### src/rtl/vga_timing_gen.sv
// VGA raster timing generator: pixel-rate divider, horizontal/vertical counters,
// registered sync/active/coordinate outputs and a free-running frame counter.
module vga_timing_gen #(
  parameter int unsigned H_ACTIVE    = 640,
  parameter int unsigned H_FP        = 16,
  parameter int unsigned H_SYNC      = 96,
  parameter int unsigned H_BP        = 48,
  parameter int unsigned V_ACTIVE    = 480,
  parameter int unsigned V_FP        = 10,
  parameter int unsigned V_SYNC      = 2,
  parameter int unsigned V_BP        = 33,
  parameter int unsigned PIX_DIV     = 2,
  parameter bit          SYNC_ACTIVE = 1'b0
) (
  input  logic        clk,
  input  logic        reset_n,
  input  logic        enable,
  output logic        pix_en,
  output logic        hsync,
  output logic        vsync,
  output logic        active,
  output logic [9:0]  x_cord,
  output logic [8:0]  y_cord,
  output logic        line_start,
  output logic        frame_start,
  output logic [15:0] frame_count
);

  localparam int unsigned H_TOTAL = H_ACTIVE + H_FP + H_SYNC + H_BP;
  localparam int unsigned V_TOTAL = V_ACTIVE + V_FP + V_SYNC + V_BP;
  localparam int unsigned DIV_W   = (PIX_DIV > 1) ? $clog2(PIX_DIV) : 1;

  localparam logic [DIV_W-1:0] DIV_LAST = DIV_W'(PIX_DIV - 1);
  localparam logic [9:0] H_LAST     = 10'(H_TOTAL - 1);
  localparam logic [9:0] V_LAST     = 10'(V_TOTAL - 1);
  localparam logic [9:0] H_ACT      = 10'(H_ACTIVE);
  localparam logic [9:0] V_ACT      = 10'(V_ACTIVE);
  localparam logic [9:0] H_SYNC_BEG = 10'(H_ACTIVE + H_FP);
  localparam logic [9:0] H_SYNC_END = 10'(H_ACTIVE + H_FP + H_SYNC);
  localparam logic [9:0] V_SYNC_BEG = 10'(V_ACTIVE + V_FP);
  localparam logic [9:0] V_SYNC_END = 10'(V_ACTIVE + V_FP + V_SYNC);
  localparam logic [9:0] X_MAX      = 10'(H_ACTIVE - 1);
  localparam logic [8:0] Y_MAX      = 9'(V_ACTIVE - 1);

  logic [DIV_W-1:0] div_cnt;
  logic [9:0]       h_cnt, v_cnt;
  logic [9:0]       h_nxt, v_nxt;
  logic             tick;
  logic             hs_nxt, vs_nxt, act_nxt, ls_nxt, fs_nxt;
  logic [9:0]       x_nxt;
  logic [8:0]       y_nxt;

  // Outputs are decoded from the post-advance counts so the strobe carries
  // the position the counters hold after this tick.
  always_comb begin
    tick    = (div_cnt == DIV_LAST);
    h_nxt   = (h_cnt == H_LAST) ? 10'd0 : h_cnt + 10'd1;
    v_nxt   = v_cnt;
    if (h_cnt == H_LAST) begin
      v_nxt = (v_cnt == V_LAST) ? 10'd0 : v_cnt + 10'd1;
    end
    hs_nxt  = ((h_nxt >= H_SYNC_BEG) && (h_nxt < H_SYNC_END)) ? SYNC_ACTIVE : ~SYNC_ACTIVE;
    vs_nxt  = ((v_nxt >= V_SYNC_BEG) && (v_nxt < V_SYNC_END)) ? SYNC_ACTIVE : ~SYNC_ACTIVE;
    act_nxt = (h_nxt < H_ACT) && (v_nxt < V_ACT);
    x_nxt   = (h_nxt < H_ACT) ? h_nxt : X_MAX;
    y_nxt   = (v_nxt < V_ACT) ? v_nxt[8:0] : Y_MAX;
    ls_nxt  = (h_nxt == 10'd0);
    fs_nxt  = (h_nxt == 10'd0) && (v_nxt == 10'd0);
  end

  always_ff @(posedge clk or negedge reset_n) begin
    if (!reset_n) begin
      div_cnt <= '0;
      h_cnt   <= '0;
      v_cnt   <= '0;
    end else if (!enable) begin
      div_cnt <= '0;
      h_cnt   <= '0;
      v_cnt   <= '0;
    end else begin
      div_cnt <= tick ? '0 : div_cnt + DIV_W'(1);
      if (tick) begin
        h_cnt <= h_nxt;
        v_cnt <= v_nxt;
      end
    end
  end

  // Between strobes the registered outputs hold, so they stay stable while
  // downstream logic samples them under pix_en.
  always_ff @(posedge clk or negedge reset_n) begin
    if (!reset_n) begin
      pix_en      <= 1'b0;
      hsync       <= ~SYNC_ACTIVE;
      vsync       <= ~SYNC_ACTIVE;
      active      <= 1'b0;
      x_cord      <= '0;
      y_cord      <= '0;
      line_start  <= 1'b0;
      frame_start <= 1'b0;
      frame_count <= '0;
    end else if (!enable) begin
      pix_en      <= 1'b0;
      hsync       <= ~SYNC_ACTIVE;
      vsync       <= ~SYNC_ACTIVE;
      active      <= 1'b0;
      x_cord      <= '0;
      y_cord      <= '0;
      line_start  <= 1'b0;
      frame_start <= 1'b0;
    end else begin
      pix_en      <= tick;
      line_start  <= tick && ls_nxt;
      frame_start <= tick && fs_nxt;
      if (tick) begin
        hsync  <= hs_nxt;
        vsync  <= vs_nxt;
        active <= act_nxt;
        x_cord <= x_nxt;
        y_cord <= y_nxt;
        if (fs_nxt) begin
          frame_count <= frame_count + 16'd1;
        end
      end
    end
  end

endmodule
### config.mk
export PLATFORM = sky130hd
export DESIGN_NAME = vga_timing_gen
export DESIGN_NICKNAME = d
export VERILOG_FILES = /design/src/rtl/vga_timing_gen.sv
export SDC_FILE = /design/constraint.sdc
export NUM_CORES = 1
export LEC_CHECK = 0
export ABC_AREA = 1
export BUFFER_PORTS_ARGS = -buffer_cell sky130_fd_sc_hd__buf_2
export CELL_PAD_IN_SITES_DETAIL_PLACEMENT = 1
export CELL_PAD_IN_SITES_GLOBAL_PLACEMENT = 1
export CORE_MARGIN = 4
export CORE_UTILIZATION = 38
export DETAILED_ROUTE_END_ITERATION = 7
export PLACE_DENSITY_LB_ADDON = 0.1
export RECOVER_POWER = 25
export SLEW_MARGIN = 20
export SYNTH_ARGS = -nofsm -noshare
export SYNTH_HDL_FRONTEND = slang
export SYNTH_SLANG_ARGS = --single-unit
### constraint.sdc
create_clock -name clk -period 1.9 [get_ports clk]
set_input_delay 0.285 -clock clk [delete_from_list [all_inputs] [get_ports clk]]
set_output_delay 0.285 -clock clk [all_outputs]
set_load 0.01 [all_outputs]
; ---- After elaboration in Yosys (flattened, before gate mapping)
; Cells that the tools add are included.
[classes]
add_sub_neg = 4
magnitude_cmp = 6
n_eq_ne = 3
mux = 26
reduce_logical = 9
[op_table]
columns = op, count
row1 = 10-bit two-way mux, 10
row2 = 9-bit two-way mux, 3
row3 = 10-bit by 1-bit adder with 10-bit output (second input constant), 2
row4 = 10-bit equality test (second input constant), 2
row5 = 10-bit logical NOT, 2
row6 = 10-bit < comparator (second input constant), 2
row7 = 10-bit by 9-bit < comparator with 1-bit output (second input constant), 2
row8 = 16-bit by 1-bit adder with 16-bit output (second input constant), 1
row9 = 1-bit two-way mux, 13
row10 = 10-bit >= comparator (second input constant), 1
row11 = 10-bit by 9-bit >= comparator with 1-bit output (second input constant), 1
row12 = 1-bit logical AND, 6
row13 = 3-bit AND reduction, 1
row14 = 2-bit by 1-bit inequality test with 1-bit output (second input constant), 1
row15 = 1-bit adder (second input constant), 1
[word_totals]
reg_bits = 62
inputBits = 3
out_inout_bits = 41
word_cells = 60

; ---- Depth between registers and ports, before layout
[depth]
depth_word = 8
ltp_mapped = 16
depth_no_buf = 16

; ---- Least setup slack after synthesis
; Ideal clock, no wire load.
[synth_timing]
path_type = register to register
startpoint = register h_cnt[0]
endpoint = register frame_count[6]
arrival_time_ps = 1895
slack_ps = -112
path_stages_with_launch = 16
path_buffers = 1
cell_sequence = dfrtp_1 > ha_1 > nand2_2 > nor2_4 > nand4_4 > clkinv_4 > nand2_2 > nand2_2 > nand2_1 > inv_1 > nand2_1 > nor2_4 > nand4_2 > buf_6 > nand2_1 > nand2_1
[synth_between]
elab_chain_len = 5
[synth_lines]
columns = element, line_no
row1 = "start, declared", 46  ; logic [9:0] h_cnt, v_cnt;
row2 = "start signal, assigned", 83  ; h_cnt <= h_nxt;
row3 = 10-bit by 1-bit adder with 10-bit output or 10-bit equality test (tied branches), "57, 59"
row4 = 10-bit two-way mux (on tied branches), "57, 59"
row5 = 10-bit logical NOT, 68  ; fs_nxt = (h_nxt == 10'd0) && (v_nxt == 10'd0);
row6 = 1-bit logical AND *, 68
row7 = 3-bit AND reduction (no source line) *, --
row8 = "end signal, assigned", 122  ; frame_count <= frame_count + 16'd1;
row9 = "end, declared", 26  ; output logic [15:0] frame_count
; Mark *: on every way between the ends. The rest lies on a longest branch, timed or not.
; A chain may end at the register's enable or synchronous reset.

; ---- Final worst setup path
[layout_timing]
startpoint = register h_cnt[1]
endpoint = register frame_count[6]
; Same word-level chain as after synthesis.

==> out/qor.yml <==
ys_seq_area_frac: 0.430
p_int_w: 0.00199
rows: 35
synth.avg_cell_area_um2: 7.45
synth-xor-area-share: 0.0291
skew_ns: 0.0108
ys_warn_count: 0
syn2layout_area_growth_pct: 43.3
diodes: 0
clk_path_buf_depth: 2
vdd.ir_drop.worst_uv: 274
seq_power_share: 0.499
netlist.area_leader.share: 0.416
fin_crit_ns: 2.15
ys_async_sr_fraction: 1.00
clock-sinks: 62
routabilityCongestion: 0.884
p_sw_frac: 0.268
numCtsBuffers: 9
wl_per_cell_um: 17.8
dieHeight_um: 106
combPwrFrac: 0.059
crit_fanout: 12
synth_cell_types: 32
fp.dieArea_um2: 11100
rsz0062_at_grt: "yes"
clockPowerShare: 0.442
drive_above_1_share: 0.389
power.density_nw_per_um2: 524
firstDrtPassIters: 4
worstPathArrival_ns: 2.45
dp_hpwl_mm: 9.39
synthCells: 485
drc_errors: 0
synth_mux_area_frac: 0
multiInputGateArea_um2: 2120
tightest_slew_ns: 1.04
cts_tree: "done"
synthesis.area_um2: 3610
area.sequential_um2: 1560
syn_nets: 493
fp.coreArea_um2: 9240
antenna_found_initial: 0
failed_checks: "setup timing"
post-route-util: 0.560
yosys.area.top_type: "dfrtp_1"
drt-total-wl_mm: 13.2
initial_core_util: 0.391
yosys_register_bits: 62
ys_top_cells_by_area: "dfrtp_1, nand2_1, nand3_1"
worstRegToRegCells: 14
start_kind: "register"
final-max-slew-violation-count: 0
min_path_cells: 3
synth-compound-area-share: 0.0457
htreeDepth: 3
crit_path_end_kind: "register"
p_sw_w: 0.000727
ios: 44
ant_nets: 0
die_w_um: 106
cellLeakagePower_nw: 2.80
grt_pass1_wl_mm: 21.3
vias_per_cell: 5.16
dp_slack_ns: -0.274
synth_enable_flop_cells: 0
min-delay-start: "enable"
slew_headroom: 0.309
num-nets-final: 620
synth_top_family_by_area: "simple AND/OR/NAND/NOR gates"
synth-simple-area-share: 0.399
status: "finished, violations left"
finalNonFillerCells: 746
cts.clk_slew.worst_paths_ns: 0.08
rrSetupSlack_ns: -0.25
max_cap_violations: 0
first_global_vias: 4164
drt_iter0_drc: 133
cp.required_ns: 2.19
period_share: 1.13
fin_hold_ws_ns: 0.294
ys.flop_type: "dfrtp_1"
numPortBuffers: 43
hold_path.class: "in -> reg"
whs_endpoint: "y_cord[8]"
fin_setup_tns_ns: -6.06
dp_cells: 716
finalSetupViolations: 40
clock_latency_ns: 0.35
max_freq_mhz: 464
ys_top_cells_by_count: "nand2_1, dfrtp_1, nand3_1"
post_synth_fa_ha_maj_area_fraction: 0.0173
grt_max_degree: 34
r2r-end: "frame_count[6]"
fillCellCount: 1156
clock-root-buffer: "clkbuf_8"
crit_type: "reg -> reg"
reg2reg_from: "h_cnt[1]"
grt_usage: 0.241
yosysMostFrequentCell: "nand2_1"
hold_viol: 0
vias: 3853
grt-ovfl-total: 0
fin_ws_ns: -0.255
[registers in the layout, indices dropped and copies added, names as in the netlist]
signal / cells
frame_start: 1
pix_en: 1
active: 1
x_cord: 10
y_cord: 9
div_cnt: 1
line_start: 1
frame_count: 16
vsync: 1
h_cnt: 10
v_cnt: 10
hsync: 1
[how the worst max path moves through the flow]
stage	slack (ns)	depth (start not counted)	start	to
final	-0.25	14	h_cnt[1]	frame_count[6]
after CTS	-0.22	15	h_cnt[1]	frame_count[6]
after global routing	-0.36	14	h_cnt[1]	frame_count[5]
after detailed placement	-0.27	15	v_cnt[1]	y_cord[4]
after floorplan	-0.004	15	h_cnt[1]	frame_count[6]
after global placement	-0.28	15	v_cnt[1]	y_cord[7]
[power groups by stage]
stage / clock (W) / combinational [W] / sequential, W
after global placement: 0 / 0.000151 / 0.00138
after global routing: 0.00127 / 0.000180 / 0.00136
final: 0.00120 / 0.000160 / 0.00135
after floorplan: 0 / 0.0000547 / 0.00138
after detailed placement: 0 / 0.000156 / 0.00138
after CTS: 0.00121 / 0.000163 / 0.00135
[worst max-delay path, stage by stage, from the launching register on]
cell and delay, ns:
dfrtp_1 0.40, ha_4 0.19, nand2_4 0.07, nor2_4 0.14, nand4_4 0.21, clkinv_8 0.16, nand2_4 0.07, nand2_4 0.08
nand2_4 0.07, nor2_4 0.11, nand2_2 0.08, nor2_4 0.16, buf_12 0.16, nand4_1 0.09, nand2_1 0.09
[layer usage]
layer / GRT usage / part of all wire
met3: 0.0263 / 0.025
met4: 0.0749 / 0.017
met1: 0.302 / 0.44
met5: 0 / 0
met2: 0.433 / 0.52
[final cells by class]
class | instances | share of cell area
multi-input combinational | 355 | 0.410
timing repair buffer | 129 | 0.179
tap | 129 | 0.0312
inverter | 55 | 0.0430
sequential | 62 | 0.301
clock buffer | 10 | 0.0246
clock inverter | 6 | 0.0121
[through the flow]
step | area, µm² | power [W]
global route | 5180 | 0.00281
floorplan | 3640 | 0.00144
finish | 5180 | 0.00271
CTS | 5090 | 0.00273
global placement | 4520 | 0.00153
detailed placement | 4520 | 0.00153
[cells by family (layout without fill, tap and decap cells)]
logic type / Yosys count / count (layout)
flip-flops: 62 / 62
adder cells (fa/ha/maj): 5 / 5
AND/OR/NAND/NOR: 307 / 307
AO/OA/AOI/OAI: 31 / 31
buffers and inverters: 68 / 200
XOR/XNOR: 12 / 12
[layout by cell type (no fill, tap or decap), types with 3 or more instances in the layout]
cell type,instances
nand2_1,132
buf_4,70
dfrtp_1,58
buf_2,42
inv_1,40
nand3_1,38
nand4_1,30
nor2_1,23
o21ai_0,22
nand2_2,21
nand2_4,15
inv_2,13
nor2_4,12
nand3_2,12
clkbuf_8,9
buf_6,9
xor2_1,8
nor2_2,7
nor3_1,5
xnor2_1,4
nor3_2,3
o21ai_1,3
ha_4,3
clkinv_2,3
clkbuf_1,3
buf_12,3
[timing repair]
item | CTS | global route
gates cloned | 0 | 0
buffers inserted | 11 | 2
hold buffers | 1 | 0
pin swaps | 11 | 12
hold endpoints to repair | 14 | 0
endpoints found under the setup margin | 41 | 42
resized for setup | 69 | 26
Power figures use the tool's default switching activity.
